===== src/rtl/demux32_pkg.sv =====
// Shared types and defaults for the buffered 1-to-2 word demultiplexer.
package demux32_pkg;

  localparam int unsigned DefWidth = 32;
  localparam int unsigned DefDepth = 2;
  localparam int unsigned CntWidth = 16;

  // Destination index: 0 routes to out0, 1 routes to out1.
  typedef logic sel_t;

endpackage


===== src/rtl/fifo32_sync.sv =====
// Single-clock FIFO with registered pointers/count, head-of-queue output and sync active-low reset.
module fifo32_sync
  import demux32_pkg::*;
#(
  parameter int unsigned WIDTH = DefWidth,
  parameter int unsigned DEPTH = DefDepth
) (
  input  logic             clk,
  input  logic             rst_n,
  input  logic             i_push,
  input  logic [WIDTH-1:0] i_data,
  input  logic             i_pop,
  output logic [WIDTH-1:0] o_data,
  output logic             o_valid,
  output logic             o_full
);

  localparam int unsigned AW = $clog2(DEPTH);
  localparam int unsigned CW = AW + 1;
  localparam logic [CW-1:0] FullCount = CW'(DEPTH);

  logic [WIDTH-1:0] r_mem [DEPTH];
  logic [AW-1:0]    r_wptr;
  logic [AW-1:0]    r_rptr;
  logic [CW-1:0]    r_count;

  logic w_empty;
  logic w_push;
  logic w_pop;

  assign o_full  = (r_count == FullCount);
  assign w_empty = (r_count == '0);
  // No bypass: a full FIFO refuses a push even if it is popped in the same cycle.
  assign w_push  = i_push && !o_full;
  assign w_pop   = i_pop && !w_empty;

  always_ff @(posedge clk) begin
    if (!rst_n) begin
      for (int i = 0; i < DEPTH; i++) begin
        r_mem[i] <= '0;
      end
      r_wptr  <= '0;
      r_rptr  <= '0;
      r_count <= '0;
    end else begin
      if (w_push) begin
        r_mem[r_wptr] <= i_data;
        r_wptr        <= r_wptr + AW'(1);
      end
      if (w_pop) begin
        r_rptr <= r_rptr + AW'(1);
      end
      unique case ({w_push, w_pop})
        2'b10:   r_count <= r_count + CW'(1);
        2'b01:   r_count <= r_count - CW'(1);
        default: r_count <= r_count;
      endcase
    end
  end

  assign o_valid = !w_empty;
  assign o_data  = w_empty ? '0 : r_mem[r_rptr];

endmodule


===== src/rtl/demux32_buf.sv =====
// Buffered 1-to-2 word demultiplexer: one FIFO per destination, independent valid/ready outputs.
// Optional per-destination accept counters are built when DEMUX32_STATS_EN is defined.
module demux32_buf
  import demux32_pkg::*;
#(
  parameter int unsigned WIDTH = DefWidth,
  parameter int unsigned DEPTH = DefDepth
) (
  input  logic             clk,
  input  logic             rst_n,
  input  logic [WIDTH-1:0] in_data,
  input  sel_t             in_sel,
  input  logic             in_valid,
  output logic             in_ready,
  output logic [WIDTH-1:0] out0_data,
  output logic             out0_valid,
  input  logic             out0_ready,
  output logic [WIDTH-1:0] out1_data,
  output logic             out1_valid,
  input  logic             out1_ready
`ifdef DEMUX32_STATS_EN
  ,
  output logic [CntWidth-1:0] cnt0,
  output logic [CntWidth-1:0] cnt1
`endif
);

  logic w_full0;
  logic w_full1;
  logic w_accept;
  logic w_push0;
  logic w_push1;

  // Readiness depends only on the selected FIFO's registered state, never on outN_ready.
  assign in_ready = in_sel ? !w_full1 : !w_full0;
  assign w_accept = in_valid && in_ready;
  assign w_push0  = w_accept && !in_sel;
  assign w_push1  = w_accept && in_sel;

  fifo32_sync #(
    .WIDTH (WIDTH),
    .DEPTH (DEPTH)
  ) u_fifo0 (
    .clk     (clk),
    .rst_n   (rst_n),
    .i_push  (w_push0),
    .i_data  (in_data),
    .i_pop   (out0_ready),
    .o_data  (out0_data),
    .o_valid (out0_valid),
    .o_full  (w_full0)
  );

  fifo32_sync #(
    .WIDTH (WIDTH),
    .DEPTH (DEPTH)
  ) u_fifo1 (
    .clk     (clk),
    .rst_n   (rst_n),
    .i_push  (w_push1),
    .i_data  (in_data),
    .i_pop   (out1_ready),
    .o_data  (out1_data),
    .o_valid (out1_valid),
    .o_full  (w_full1)
  );

`ifdef DEMUX32_STATS_EN
  logic [CntWidth-1:0] r_cnt0;
  logic [CntWidth-1:0] r_cnt1;

  // Counters wrap naturally at 2^CntWidth.
  always_ff @(posedge clk) begin
    if (!rst_n) begin
      r_cnt0 <= '0;
      r_cnt1 <= '0;
    end else begin
      if (w_push0) r_cnt0 <= r_cnt0 + CntWidth'(1);
      if (w_push1) r_cnt1 <= r_cnt1 + CntWidth'(1);
    end
  end

  assign cnt0 = r_cnt0;
  assign cnt1 = r_cnt1;
`endif

endmodule


===== config.mk =====
export PLATFORM = sky130hd
export DESIGN_NAME = demux32_buf
export DESIGN_NICKNAME = d
export VERILOG_FILES = /design/src/rtl/demux32_pkg.sv /design/src/rtl/fifo32_sync.sv /design/src/rtl/demux32_buf.sv
export SDC_FILE = /design/constraint.sdc
export NUM_CORES = 1
export LEC_CHECK = 0
export ABC_AREA = 0
export CAP_MARGIN = 20
export CELL_PAD_IN_SITES_DETAIL_PLACEMENT = 0
export CELL_PAD_IN_SITES_GLOBAL_PLACEMENT = 2
export CORE_ASPECT_RATIO = 1.25
export CORE_MARGIN = 2
export CORE_UTILIZATION = 31
export CTS_CLUSTER_SIZE = 25
export DETAILED_ROUTE_END_ITERATION = 6
export PLACE_DENSITY = 0.81
export SLEW_MARGIN = 0
export SYNTH_ARGS = -nofsm -noshare
export SYNTH_HDL_FRONTEND = slang
export SYNTH_HIERARCHICAL = 1
export SYNTH_SLANG_ARGS = --single-unit

===== constraint.sdc =====
create_clock -name clk -period 2.6 [get_ports clk]
set_clock_uncertainty 0.05 [all_clocks]
set_input_delay 0.65 -clock clk [delete_from_list [all_inputs] [get_ports clk]]
set_output_delay 0.65 -clock clk [all_outputs]
set_load 0.05 [all_outputs]

==> summary.txt <==
Worst setup path
  – Worst Setup Start Kind: flip-flop
  – FF-to-FF Start: u_fifo1/r_count[0]
  – Critical Path RT: 1.90 ns
  – WS Path Type: reg -> out
  – Crit end category: output port
  – Critical path data arrival time: 1.78 ns
  – Worst setup path start: u_fifo0/r_count[0]
  – Peak fanout along the critical path: 5

Final layout
  – Share of cells above drive strength 1: roughly a fifth
  – Antenna cells: 0
  – Most frequent cells in the layout: nor2_1, edfxtp_1, buf_12
  – Layout area overhead: 43.0%
  – Layout Nets: 691
  – Most common cell after layout, fill and taps aside: nor2_1

Floorplanning
  – Die H: 162 µm
  – Starting Density: between 30% and 40%
  – Die X: ~130 µm
  – Total Die Area: 21000 µm²
  – Core Rows: between 50 and 60
  – # IOs: 105
  – Core area: 19500 µm²

Global routing
  – Met3 Usage GRT: 3.00%
  – Largest net degree at the start of global routing: 35
  – First-pass GRT wire length: 22500 µm
  – GRT overflow: 0
  – Met2 Use GR: a little under a quarter
  – Overall Global Routing Usage: about 14%
  – Initial antenna violation count: 0
  – Met1 Use GR: between 10% and 20%
  – Layer with the highest usage: met2
  – Vias in the first global route: between 4000 and 5000

CTS
  – CTS tree: done
  – Hold bufs inserted after CTS: 0
  – Clk slew on worst S/H paths: 0.06 ns
  – Total number of H-tree levels: 4
  – Clock Latency Late Sink: 0.41 ns
  – Clock root cell: clkbuf_16
  – CTS max path bufs: 2
  – Sink Count: 138
  – Inserted Clock Buffers: 17

Power
  – Lkg Pwr: 3.19 nW
  – Total chip power: 0.00919 W
  – PwrDens: 1040 nW/µm²
  – Worst vdd ir: 0.000495 V

Timing
  – Period utilisation layout: 95.3%
  – F_max: 404 MHz
  – Rel. slew slack: a little under three fifths
  – Slew Limit Fails: 0
  – Final setup fails: 0
  – Post-route setup TNS: 0 ns
  – Final hold viol count: 0
  – Final min period: 2.48 ns
  – RSZ-0062 raised after global routing: no
  – Pin slew with the least headroom to its limit: 0.644 ns

Run status
  – Status: completed

Drt
  – Via count: 4144
  – WL per Instance: ~15 µm
  – Post-Route WL: 14200 µm
  – Via density: between 4 and 5
  – 1st-iter DRT viols: 277
  – Antenna-violating nets left: 0
  – Drt first pass iters: 5
  – DRC Markers: 0

Synthesis
  – Cells after Synth: between 500 and 600
  – Synth top area share: 62.4%
  – Syn_area_per_cell: 11.3 µm²
  – Seq cells post-synth: roughly 140
  – Cell taking the most area after synthesis: edfxtp_1
  – Post-synth cell types: 21
  – Top cells by area, synth: edfxtp_1, nor2_1, mux2i_1
  – Net Count, Synth: 585
  – Warnings, synthesis: 6
  – Sequential share of the synthesized area: 65.6%
  – Mapped Area: 6160 µm²

Job
  – Max cap viols: 0

Hold path
  – Hold Startpoint: u_fifo1/r_wptr
  – Min-delay worst type: reg -> reg

Place
  – Routability cong.: 0.772
  – HPWL after detailed placement: ~10000 µm
  – Port Buf Inserts: 104
## area by class of cell
type,instances,area [µm²]
timing repair buffer,123,1930
sequential,138,4050
fill,1748,10700
clock buffer,18,429
inverter,8,30.0
multi-input combinational,363,1900
clock inverter,14,149
tap,265,332
## registers in the layout, indices dropped and copies added (netlist names), named ones only
name and cells:
u_fifo1/r_count 2, u_fifo0/r_mem 64, u_fifo1/r_wptr 1, u_fifo0/r_rptr 1, u_fifo1/r_rptr 1, u_fifo0/r_wptr 1
u_fifo0/r_count 2, u_fifo1/r_mem 64
## metrics by stage
step | hold slack [ns] | setup slack [ns] | util [%] | std cells | cell area [µm²]
detailed placement | 0.442 | -0.0125 | 42.3 | 897 | 8240
floorplan | 0.416 | 0.0803 | - | 545 | 6170
global placement | 0.432 | 0.0836 | 42.3 | 897 | 8240
CTS | 0.450 | 0.0762 | 45.3 | 929 | 8810
finish | 0.446 | 0.122 | 45.3 | 929 | 8820
global route | 0.471 | 0.0511 | 45.3 | 929 | 8820
## kinds of logic (layout without fill, tap and decap cells)
group	count (synthesis)	after routing	share of synthesized area (%)
flip-flops	138	138	65.6
AO/OA/AOI/OAI	10	10	0.974
AND/OR/NAND/NOR	280	280	17.8
multiplexers	65	65	10.6
buffers and inverters	44	163	3.78
adder cells (fa/ha/maj)	2	2	0.406
XOR/XNOR	6	6	0.852
## repair_timing
| item | CTS | global route |
|---|---|---|
| endpoints found under the setup margin | 0 | 1 |
| setup buffers | 0 | 0 |
| gates resized for setup | 0 | 1 |
| hold endpoints to repair | 0 | 0 |
## per-layer routing
metal / vias to the layer above / part of all wire, %
met5: - / 0
met4: 0 / 2.3
met3: 17 / 5.2
met2: 137 / 51
met1: 1949 / 41
li1: 2041 / -
## Yosys cell counts (all sizes together)
cell type and count:
clkbuf 22, ha 2, nand2 70, nor2 194, dfxtp 10, nand3 2
edfxtp 128, xnor2 6, o21ai 6, buf 14, or2b 2, mux2i 65
inv 8, or3 4, a21boi 4, and3b 1, nor3b 1, and2 6
## worst paths after layout
path | slack [ns] | end | cells after the start
setup / recovery | 0.12 | out0_valid | 3
hold / removal | 0.45 | u_fifo1/r_wptr | 2
setup reg to reg | 0.42 | u_fifo1/r_count[1] | 8
hold reg to reg | 0.45 | u_fifo1/r_wptr | 2
## power by group
| group | switching (W) | internal, W |
|---|---|---|
| registers | 0.000132 | 0.00272 |
| clock network | 0.000888 | 0.00141 |
| logic | 0.00233 | 0.00172 |
| total | 0.00335 | 0.00585 |
## critical path: stages (launching register included)
cell and delay [ns]:
dfxtp_1 0.44, nor2_2 0.07, inv_1 0.06, clkdlybuf4s50_1 0.80
(Power assumes the default switching activity.)
